==> src/rtl/mem_arbiter_pkg.sv <==
// Shared definitions for the RAM arbiter slice: the RAM command codes,
// the arbiter FSM state encoding and the grant encoding.
package mem_arbiter_pkg;

  // RAM command codes shared with the control/fetch logic.
  localparam logic [1:0] RAM_NONE  = 2'd0;
  localparam logic [1:0] RAM_READ  = 2'd1;
  localparam logic [1:0] RAM_WRITE = 2'd2;

  // Arbiter FSM states.
  localparam logic [1:0] ST_IDLE   = 2'd0;
  localparam logic [1:0] ST_ACCESS = 2'd1;
  localparam logic [1:0] ST_ACK    = 2'd2;

  // Grant encoding: which port owns the current transaction.
  localparam logic GNT_F = 1'b0;
  localparam logic GNT_D = 1'b1;

  // A data-port request only counts when it carries a real RAM command.
  function automatic logic is_ram_op(input logic [1:0] op);
    return (op == RAM_READ) || (op == RAM_WRITE);
  endfunction

endpackage

==> src/rtl/mem_arbiter_pick.sv <==
// Combinational grant picker for mem_arbiter.
// Macro MEM_ARB_FAIR_EN: defined selects a round-robin tie-break using the
// last grant; undefined gives fixed D-over-F priority.
module mem_arb_pick
  import mem_arbiter_pkg::*;
(
  input  logic f_valid,
  input  logic d_valid,
  input  logic last_gnt,
  output logic gnt_valid,
  output logic gnt_sel
);

  assign gnt_valid = f_valid | d_valid;

`ifndef MEM_ARB_FAIR_EN
  // Fixed priority ignores history; the input exists only for port symmetry.
  logic unused_last_gnt;
  assign unused_last_gnt = last_gnt;
`endif

  // Choose the winning port; a lone requester always wins.
  always_comb begin
    // NOTE: assign every always_comb output a default first so no path
    // through the block leaves it unassigned (which would infer a latch).
    gnt_sel = GNT_F;
`ifdef MEM_ARB_FAIR_EN
    if (f_valid && d_valid) begin
      gnt_sel = (last_gnt == GNT_D) ? GNT_F : GNT_D;
    end else if (d_valid) begin
      gnt_sel = GNT_D;
    end
`else
    if (d_valid) begin
      gnt_sel = GNT_D;
    end
`endif
  end

endmodule

==> src/rtl/mem_arbiter.sv <==
// Single-port RAM arbiter/sequencer between the instruction-fetch port (F)
// and the load/store data port (D). Grants one level-held request, drives
// the RAM for RAM_LAT cycles, captures read data and pulses the winner's ack.
// Macro MEM_ARB_FAIR_EN: round-robin tie-break (default: D has priority).
module mem_arbiter
  import mem_arbiter_pkg::*;
#(
  parameter int RAM_LAT = 1,
  parameter int W       = 32
) (
  input  logic         i_clk,
  input  logic         i_rst,
  input  logic         i_f_req,
  input  logic [W-1:0] i_f_addr,
  output logic         o_f_ack,
  output logic [W-1:0] o_f_rdata,
  input  logic         i_d_req,
  input  logic [1:0]   i_d_op,
  input  logic [W-1:0] i_d_addr,
  input  logic [W-1:0] i_d_wdata,
  output logic         o_d_ack,
  output logic [W-1:0] o_d_rdata,
  output logic [1:0]   o_ram_do,
  output logic [W-1:0] o_ram_addr,
  output logic [W-1:0] o_ram_wdata,
  input  logic [W-1:0] i_ram_rdata,
  output logic         o_busy
);

  localparam int CW = (RAM_LAT > 1) ? $clog2(RAM_LAT) : 1;
  localparam logic [CW-1:0] CNT_LAST = CW'(RAM_LAT - 1);

  logic [1:0]    state;
  logic [CW-1:0] cnt;
  logic          gnt;
  logic          last_gnt;
  logic          f_valid;
  logic          d_valid;
  logic          gnt_valid;
  logic          gnt_sel;

  // A D request without a real command is invisible to arbitration.
  assign f_valid = i_f_req;
  assign d_valid = i_d_req && is_ram_op(i_d_op);

  mem_arb_pick u_pick (
    .f_valid   (f_valid),
    .d_valid   (d_valid),
    .last_gnt  (last_gnt),
    .gnt_valid (gnt_valid),
    .gnt_sel   (gnt_sel)
  );

`ifdef MEM_ARB_FAIR_EN
  // Remember the most recent winner for the round-robin tie-break.
  always_ff @(posedge i_clk) begin
    if (i_rst) begin
      last_gnt <= GNT_F;
    end else if (state == ST_IDLE && gnt_valid) begin
      last_gnt <= gnt_sel;
    end
  end
`else
  assign last_gnt = GNT_F;
`endif

  assign o_busy = (state != ST_IDLE);

  // FSM, latency counter, command latches, acks and read-data capture.
  // o_ram_do doubles as the latched op: it is only non-NONE during ACCESS.
  always_ff @(posedge i_clk) begin
    // NOTE: state elements use non-blocking assignments so every register
    // in the block sees the pre-edge values, independent of statement order.
    if (i_rst) begin
      state       <= ST_IDLE;
      cnt         <= '0;
      gnt         <= GNT_F;
      o_ram_do    <= RAM_NONE;
      o_ram_addr  <= '0;
      o_ram_wdata <= '0;
      o_f_rdata   <= '0;
      o_d_rdata   <= '0;
      o_f_ack     <= 1'b0;
      o_d_ack     <= 1'b0;
    end else begin
      o_f_ack <= 1'b0;
      o_d_ack <= 1'b0;
      case (state)
        ST_IDLE: begin
          if (gnt_valid) begin
            state       <= ST_ACCESS;
            cnt         <= '0;
            gnt         <= gnt_sel;
            o_ram_do    <= (gnt_sel == GNT_D) ? i_d_op : RAM_READ;
            o_ram_addr  <= (gnt_sel == GNT_D) ? i_d_addr : i_f_addr;
            o_ram_wdata <= i_d_wdata;
          end
        end
        ST_ACCESS: begin
          if (cnt == CNT_LAST) begin
            state    <= ST_ACK;
            cnt      <= '0;
            o_ram_do <= RAM_NONE;
            if (gnt == GNT_D) begin
              o_d_ack <= 1'b1;
              if (o_ram_do == RAM_READ) begin
                o_d_rdata <= i_ram_rdata;
              end
            end else begin
              o_f_ack   <= 1'b1;
              o_f_rdata <= i_ram_rdata;
            end
          end else begin
            cnt <= cnt + 1'b1;
          end
        end
        ST_ACK: begin
          state <= ST_IDLE;
        end
        default: begin
          state    <= ST_IDLE;
          o_ram_do <= RAM_NONE;
        end
      endcase
    end
  end

endmodule

==> config.mk <==
export PLATFORM = sky130hd
export DESIGN_NAME = mem_arbiter
export DESIGN_NICKNAME = d
export VERILOG_FILES = /design/src/rtl/mem_arbiter_pkg.sv /design/src/rtl/mem_arbiter_pick.sv /design/src/rtl/mem_arbiter.sv
export SDC_FILE = /design/constraint.sdc
export NUM_CORES = 1
export LEC_CHECK = 0
export CORE_ASPECT_RATIO = 0.6
export CORE_UTILIZATION = 43
export DETAILED_ROUTE_END_ITERATION = 8
export PLACE_DENSITY = 0.85
export SYNTH_ARGS = -nofsm -noshare
export SYNTH_HDL_FRONTEND = slang
export SYNTH_HIERARCHICAL = 1
export SYNTH_SLANG_ARGS = --single-unit
==> constraint.sdc <==
create_clock -name i_clk -period 4.9 [get_ports i_clk]
set_input_delay 1.47 -clock i_clk [delete_from_list [all_inputs] [get_ports i_clk]]
set_output_delay 1.47 -clock i_clk [all_outputs]
set_load 0.02 [all_outputs]
==> results.txt <==
clock power share: 0.404
power share of the sequential group: 0.400
Worst Hold Class: register to register
routability cong.: 0.805
final core utilization: 0.713
worst endpoint data arrival time: 3.77 ns
WL per Instance: 15.0 um
Max Clock Skew: 0.0134 ns
type of origin of the critical path: input port
Clock Tree Root: clkbuf_16
grt total ovfl: 0
commonest non-fill, non-tap cell in the layout: clkdlybuf4s50_1
first-pass GRT wire length: 22700 um
CTS Buffer Depth: 2
cts repair resizes: 0
Crit. End Element: register
Tot Pwr: 0.00304 W
Leak Pwr: 3.14 nW
antenna violations before repair: 0
Ys Warns: 6
largest net degree at the start of global routing: 146
max cap viols: 0
initial DRC count: 117
setup TNS: 0 ns
residual DRC count: 0
initial core utilization: 0.442
RSZ-0062 raised after global routing: false
R2R Path Start: state[1]
Antenna Nets Post-Route: 0
Max-slew headroom: 0.193
origin of the worst setup path: i_d_op[0]
die span in x: 146 um
Tcrit/Tclk final: 0.703
Skew-Pair Late Insertion Delay: 0.40 ns
min-delay src: o_ram_wdata[14]
fillers: 890
CP Class: input port to register
internal power: 0.00221 W
die area: 12900 um2
Rows: 31
H-tree depth: 4
Final setup viols: 0
average cell area after synthesis: 9.62 um2
commonest cells after routing, fill and taps aside: clkdlybuf4s50_1, dfxtp_1, mux2i_1, nand2_1, nor2_1
status: finished clean
I/O pins: 267
Slowest cell on crit path: or3b_1
Net Sw Frac: 0.273
clock transition at the registers of the reported paths: 0.06 ns
power per cell area: 353 nW/um2
Port-buffer cells: 266
crit-path cells: clkdlybuf4s50_1 -> xor2_1 -> and2_2 -> or2_1 -> or3b_1 -> nand2_1 -> a21oi_1
placeable core region: 12100 um2
CTS tree: built
chip height: 88.3 um
postcts setup bufs: 0
Max stage delay on crit path: 0.91 ns
fin nets: 936
area grow syn2layout: 61.2%
DRT Wirelength: 14700 um
final hold violations: 0
ANT cells: 0
drt first pass iters: 4
dpl hpwl: 10600 um
vias per inst: 4.82
Synth Instances: 555
critical path data required time: 5.23 ns
Sink Count: 135
vias in the first global route: 4555
final hold slack: 0.453 ns
Worst VDD drop: 0.000281 V
Worst Tran Pin Value: 1.21 ns
gr usage total: 0.222
syn_nets: 689
layout cells sized above 1: 0.0528
fmax: 291 MHz
Switching Power: 0.000828 W
Final Max Slew Viols: 0
TritonCTS Buffers: 17
Mapped Area: 5340 um2
via count: 4727
Final min period: 3.44 ns
critical path peak fanout: 34
CTS Hold Bufs: 0
Comb pwr share: 0.196
==> power groups by stage <==
stage | Sequential, W | Clock, W | Combinational [W]
after global placement | 0.00123 | 0 | 0.000581
after global routing | 0.00122 | 0.00131 | 0.000634
after floorplan | 0.00132 | 0 | 0.000213
final | 0.00121 | 0.00123 | 0.000594
after detailed placement | 0.00124 | 0 | 0.000595
after CTS | 0.00121 | 0.00126 | 0.000598
==> worst max-delay path, delay by kind of cell <==
family,cells,cell delay (ns)
and+or+nand+nor,4,1.53
xor gates and xnor gates,1,0.17
buffers and inverters,1,0.43
AOI/OAI and AO/OA,1,0.17
==> stage by stage <==
step           instances  worst slack (ns)  instance area, um2
5_1_grt              980              1.25                8600
3_5_place_dp         948              1.06                8030
2_1_floorplan        555              2.13                5340
4_1_cts              980              1.47                8600
6_report             980              1.46                8600
3_3_place_gp         948              1.15                8030
==> routing by layer <==
layer / GRT usage / up-vias / wire length (um)
li1: - / 2356 / -
met5: 0 / - / 0
met3: 0.0804 / 20 / 1210
met4: 0.0794 / 0 / 242
met1: 0.254 / 2188 / 6200
met2: 0.392 / 163 / 7000
==> state kept, by name, indices dropped and copies added, names as in the netlist <==
| register | count |
|---|---|
| o_ram_wdata | 32 |
| gnt | 1 |
| o_f_ack | 1 |
| o_f_rdata | 32 |
| state | 2 |
| o_d_rdata | 32 |
| o_ram_addr | 32 |
| o_ram_do | 2 |
| o_d_ack | 1 |
==> cell type report <==
cell class | count | area, um2 | area share
Clock inverter | 13 | 135 | 0.0157
Timing Repair Buffer | 272 | 2710 | 0.314
Sequential cell | 135 | 2700 | 0.314
Clock buffer | 19 | 443 | 0.0515
Multi-Input combinational cell | 376 | 2410 | 0.280
Tap cell | 165 | 206 | 0.0240
==> final timing paths <==
kind | slack, ns | endpoint | cells past startpoint
setup / recovery | 1.46 | o_ram_wdata[30] | 7
hold / removal | 0.45 | o_ram_wdata[14] | 2
setup reg to reg | 3.12 | o_ram_wdata[30] | 3
hold reg to reg | 0.45 | o_ram_wdata[14] | 2
No activity file was read; power rests on OpenSTA's default activity.
